## src/rtl/uart_rxd_if.sv

```systemverilog
// uart_rxd_if: parallel byte handshake and status between the UART receiver and its consumer
interface uart_rxd_if;
    logic       ack;
    logic [7:0] q;
    logic       valid;
    logic       frame_err;
    logic       overrun;
    logic       busy;
    modport master (input ack, output q, valid, frame_err, overrun, busy);
    modport slave  (output ack, input q, valid, frame_err, overrun, busy);
endinterface

```

## src/rtl/uart_rxd.sv

```systemverilog
// uart_rxd: 8N1 serial receiver, MSB first, with valid/ack handshake and framing/overrun pulses
module uart_rxd #(
    parameter int unsigned clock_frequency = 100_000_000,
    parameter int unsigned baud_rate       = 115_200,
    parameter int unsigned div             = clock_frequency / baud_rate,
    parameter int unsigned div_half        = div / 2
) (
    input  logic        clk,
    input  logic        rst_n,
    input  logic        rxd,
    uart_rxd_if.master  bus
);
    typedef enum logic [2:0] {IDLE, START, DATA, STOP, BREAK} state_t;
    state_t      state, state_nxt;
    logic        rxd_m, rxd_s;
    logic [15:0] cnt, cnt_nxt;
    logic [2:0]  bit_cnt, bit_cnt_nxt;
    logic [7:0]  shreg, shreg_nxt;
    logic [7:0]  q_r;
    logic        valid_r, frame_err_r, overrun_r;
    logic        tick, load, bad;
    assign tick = cnt == 16'(div);
    always_ff @(posedge clk or negedge rst_n) begin
        if (!rst_n) begin
            {rxd_s, rxd_m} <= 2'b11;
            state          <= IDLE;
            cnt            <= '0;
            bit_cnt        <= '0;
            shreg          <= '0;
        end else begin
            {rxd_s, rxd_m} <= {rxd_m, rxd};
            state          <= state_nxt;
            cnt            <= cnt_nxt;
            bit_cnt        <= bit_cnt_nxt;
            shreg          <= shreg_nxt;
        end
    end
    always_comb begin
        state_nxt   = state;
        bit_cnt_nxt = bit_cnt;
        shreg_nxt   = shreg;
        load        = 1'b0;
        bad         = 1'b0;
        case (state)
            IDLE:  if (!rxd_s) state_nxt = START;
            START: if (cnt == 16'(div_half)) begin
                       state_nxt   = rxd_s ? IDLE : DATA;
                       bit_cnt_nxt = '0;
                   end
            DATA:  if (tick) begin
                       shreg_nxt   = {shreg[6:0], rxd_s};
                       bit_cnt_nxt = bit_cnt + 3'd1;
                       if (bit_cnt == 3'd7) state_nxt = STOP;
                   end
            STOP:  if (tick) begin
                       load      = rxd_s;
                       bad       = !rxd_s;
                       state_nxt = rxd_s ? IDLE : BREAK;
                   end
            BREAK: if (rxd_s) state_nxt = IDLE;
            default: state_nxt = IDLE;
        endcase
        // counter restarts on every state entry and on each bit tick, and idles at zero
        cnt_nxt = (state == IDLE || state_nxt != state || tick) ? '0 : cnt + 16'd1;
    end
    always_ff @(posedge clk or negedge rst_n) begin
        if (!rst_n) begin
            q_r         <= '0;
            valid_r     <= 1'b0;
            frame_err_r <= 1'b0;
            overrun_r   <= 1'b0;
        end else begin
            q_r         <= load ? shreg : q_r;
            valid_r     <= load | (valid_r & ~bus.ack);
            frame_err_r <= bad;
            overrun_r   <= load & valid_r & ~bus.ack;
        end
    end
    assign bus.q         = q_r;
    assign bus.valid     = valid_r;
    assign bus.frame_err = frame_err_r;
    assign bus.overrun   = overrun_r;
    assign bus.busy      = state != IDLE;
endmodule

```

## src/flat_wrapper.sv

```systemverilog
// flat-port wrapper written by rule: the top's interface ports become plain ports
module uart_rxd_flat 
#(
    parameter int unsigned clock_frequency = 100_000_000,
    parameter int unsigned baud_rate       = 115_200,
    parameter int unsigned div             = clock_frequency / baud_rate,
    parameter int unsigned div_half        = div / 2
)
  (clk, rst_n, rxd, bus_ack, bus_q, bus_valid, bus_frame_err, bus_overrun, bus_busy);
  uart_rxd_if bus_i ();
  input  logic clk;
  input  logic rst_n;
  input  logic rxd;
  input wire logic [$bits(bus_i.ack)-1:0] bus_ack;
  output wire logic [$bits(bus_i.q)-1:0] bus_q;
  output wire logic [$bits(bus_i.valid)-1:0] bus_valid;
  output wire logic [$bits(bus_i.frame_err)-1:0] bus_frame_err;
  output wire logic [$bits(bus_i.overrun)-1:0] bus_overrun;
  output wire logic [$bits(bus_i.busy)-1:0] bus_busy;
  assign bus_i.ack = bus_ack;
  assign bus_q = bus_i.q;
  assign bus_valid = bus_i.valid;
  assign bus_frame_err = bus_i.frame_err;
  assign bus_overrun = bus_i.overrun;
  assign bus_busy = bus_i.busy;
  uart_rxd #(.clock_frequency(clock_frequency), .baud_rate(baud_rate), .div(div), .div_half(div_half)) u_core (.clk(clk), .rst_n(rst_n), .rxd(rxd), .bus(bus_i));
endmodule
```

## config.mk

```make
export PLATFORM = sky130hd
export DESIGN_NAME = uart_rxd_flat
export DESIGN_NICKNAME = d
export VERILOG_FILES = /design/src/rtl/uart_rxd_if.sv /design/src/rtl/uart_rxd.sv /design/src/flat_wrapper.sv
export SDC_FILE = /design/constraint.sdc
export NUM_CORES = 1
export LEC_CHECK = 0
export CAP_MARGIN = 10
export CORE_ASPECT_RATIO = 0.8
export CORE_MARGIN = 8
export CORE_UTILIZATION = 50
export CTS_BUF_LIST = sky130_fd_sc_hd__clkbuf_2 sky130_fd_sc_hd__clkbuf_4 sky130_fd_sc_hd__clkbuf_8
export CTS_CLUSTER_SIZE = 25
export DETAILED_ROUTE_END_ITERATION = 12
export PLACE_DENSITY = 0.81
export SKIP_LAST_GASP = 1
export SLEW_MARGIN = 30
export SYNTH_ARGS = -nofsm -noshare
export SYNTH_HDL_FRONTEND = slang
export SYNTH_SLANG_ARGS = --single-unit
```

## constraint.sdc

```tcl
create_clock -name clk -period 4.7 [get_ports clk]
set_input_delay 0.47 -clock clk [delete_from_list [all_inputs] [get_ports clk]]
set_output_delay 0.47 -clock clk [all_outputs]
set_load 0.03 [all_outputs]
```

==> results.ini <==
[placement]
hpwl_mm = 2.64
numPortBuffers = 15
placed_area_mm2 = 0.00222
place.gp.congestion = 0.864

[sta]
fmax_ghz = 0.435
hold_slack_ps = 145
period_minus_slack_ps = 2300
hold_viol = 0
rsz0062_at_grt = false
setup_viol = 0
finalCritPeriodShare = 0.489
worst_pin_slew_ps = 779
finalSetupTns_ps = 0
drv_slew = 0
skew_ps = 7.58
max_slew_margin = 0.480

[finish]
nNetsFinal = 198
final_cell_mix = dfrtp_1 (41), mux2_2 (16), clkdlybuf4s50_1 (14), nor2_1 (13), xnor2_1 (12)
insertedDiodeCount = 0
final_common_cell = dfrtp_1
multi_input_area_um2 = 895
syn_to_final_growth_pct = 13.5
nFillCells = 325
area.sequential_mm2 = 0.00108
drive_above_1_share = 0.200
final_area_mm2 = 0.00231

[power_and_ir_drop]
cellPowerDensity_mw_per_mm2 = 267
irDropWorstVdd_v = 0.000210
leakagePower_nw = 0.988
total_power_mw = 0.617

[die]
die_h_um = 73.1
fp.dieArea_mm2 = 0.00639
rows = 20
ioPinCount = 16
start_util = 0.529
die_w_um = 87.4
core_mm2 = 0.00385

[cts]
cts_root_buf = clkbuf_8
tritoncts.num_buffers = 5
cts_tree = built
clk_pin_slew_ps = 80
insertion_delay_ps = 300
cts_resized = 0
numClockSinks = 43
htreeDepth = 2
cts_setup_buffers = 0
holdBufCountCts = 0
clockBufferDepth = 2

[yosys]
netlist_area_mm2 = 0.00204
synth-seq-cells = 43
synth_seq_area_share = 0.529
syn_nets = 181
ys_types = 41
synth_warnings = 0
netlist_instances = 172
syn_area_per_cell_um2 = 11.8

[grt]
antenna_found_initial = 0
grt_pass1_vias = 1384
grt_overflow_total = 0
grt_max_degree = 44
grt_pass1_wl_mm = 6.42
grtUsageTotal = 0.131

[detailed_routing]
drt-total-wl_mm = 3.73
vias_per_cell = 5.59
via_count = 1370
drt-initial-drc-count = 60
ant_nets = 0
drtPass1Iterations = 4
post_drt_wl_per_cell_um = 15.2
drc = 0

[critical_path]
critPathKind = flip-flop to output pin
r2r_slack_ps = 2510
cp.arrival_ps = 1830
crit_fanout = 11
worstSetupStartpointType = flip-flop
crit_path_end_kind = output pin
required_ps = 4230

[hold_path]
min_path_type = input pin to asynchronous set/reset pin

[outcome]
outcome = complete, no violations

[run]
cap_violations = 0

-- routing by layer --
layer  share of wire  track usage
met5               0            0
met4           0.017       0.0589
met3           0.043       0.0394
met2            0.48        0.203
met1            0.46        0.164
-- power by group --
part / total, mW / internal (mW) / switching, mW
Sequential: 0.372 / 0.371 / 0.00106
Clock: 0.235 / 0.110 / 0.125
Combinational: 0.00967 / 0.00246 / 0.00721
Total: 0.617 / 0.483 / 0.133
-- worst max-delay path, stage by stage (launching register included) --
cell and delay, ps:
dfrtp_1 490, or3_1 430, clkdlybuf4s50_1 610
-- area by class of cell --
| cell class | count | share of cell area |
|---|---|---|
| sequential | 43 | 0.466 |
| inverter | 9 | 0.0146 |
| clock inverter | 2 | 0.00541 |
| clock buffer | 6 | 0.0330 |
| tap | 55 | 0.0298 |
| multi-input combinational | 115 | 0.387 |
| timing repair buffer | 15 | 0.0639 |
-- cells in the mapped netlist --
cell type / instances / area share
or3b_2: 1 / 0.0043
a311o_4: 1 / 0.0098
and4_4: 1 / 0.0055
nor4b_1: 1 / 0.0043
nand2_2: 1 / 0.0031
o21a_1: 1 / 0.0037
a2111oi_1: 3 / 0.015
o22ai_1: 1 / 0.0031
nor4_1: 3 / 0.0092
ha_1: 5 / 0.031
a21oi_1: 3 / 0.0074
xor2_1: 1 / 0.0043
a31oi_1: 2 / 0.0061
nor3_1: 8 / 0.020
a211oi_1: 3 / 0.011
nor3b_1: 2 / 0.0074
a31o_2: 1 / 0.0043
dfrtp_1: 41 / 0.50
buf_6: 1 / 0.0055
mux2i_1: 3 / 0.015
nand4_1: 5 / 0.015
nand2_1: 9 / 0.017
and4_1: 2 / 0.0086
nor4_2: 1 / 0.0061
nand4_2: 1 / 0.0061
clkbuf_1: 1 / 0.0018
nor4bb_1: 1 / 0.0049
a2bb2oi_2: 1 / 0.0074
mux2_2: 16 / 0.088
buf_2: 3 / 0.0074
a21oi_2: 1 / 0.0043
dfstp_2: 2 / 0.026
nand3_1: 6 / 0.015
xnor2_1: 12 / 0.052
nand2b_1: 2 / 0.0061
o32ai_2: 1 / 0.0080
or3_1: 1 / 0.0031
nor2_1: 13 / 0.024
inv_1: 9 / 0.017
nor2b_1: 1 / 0.0031
a2111oi_2: 1 / 0.0074
-- flip-flops by register name, summed over array words and instances (netlist names) --
name / count
u_core.bus.valid: 1
u_core.state: 3
u_core.bit_cnt: 3
u_core.bus.q: 8
u_core.bus.overrun: 1
u_core.cnt: 16
u_core.bus.frame_err: 1
u_core.shreg: 8
u_core.rxd_s: 1
u_core.rxd_m: 1
-- kinds of logic (layout without fill, tap and decap cells) --
kind of cell | count (synthesis) | in the layout | share of synthesized area
AND/OR/NAND/NOR | 59 | 59 | 0.162
adder cells (fa/ha/maj) | 5 | 5 | 0.0307
multiplexers | 19 | 19 | 0.103
XOR/XNOR | 13 | 13 | 0.0559
AO/OA/AOI/OAI | 19 | 19 | 0.0872
buffers and inverters | 14 | 32 | 0.0313
flip-flops | 43 | 43 | 0.529
-- final timing paths --
path	cells after the start	from	to
worst min register to register	0	u_core.rxd_m	u_core.rxd_s
worst max register to register	6	u_core.cnt[0]	u_core.cnt[2]
min in group clk	0	u_core.rxd_m	u_core.rxd_s
worst min-delay path	1	rst_n	u_core.bus.q[0]
max in group asynchronous	1	rst_n	u_core.cnt[3]
worst max-delay path	2	u_core.state[1]	bus_busy
-- through the flow --
stage | util | setup WS (ps) | cells
floorplan | - | 2700 | 172
global placement | 0.576 | 2640 | 237
detailed placement | 0.576 | 2490 | 237
CTS | 0.599 | 2380 | 245
global route | 0.600 | 2240 | 245
finish | 0.600 | 2400 | 245
(Power assumes the default switching activity.)
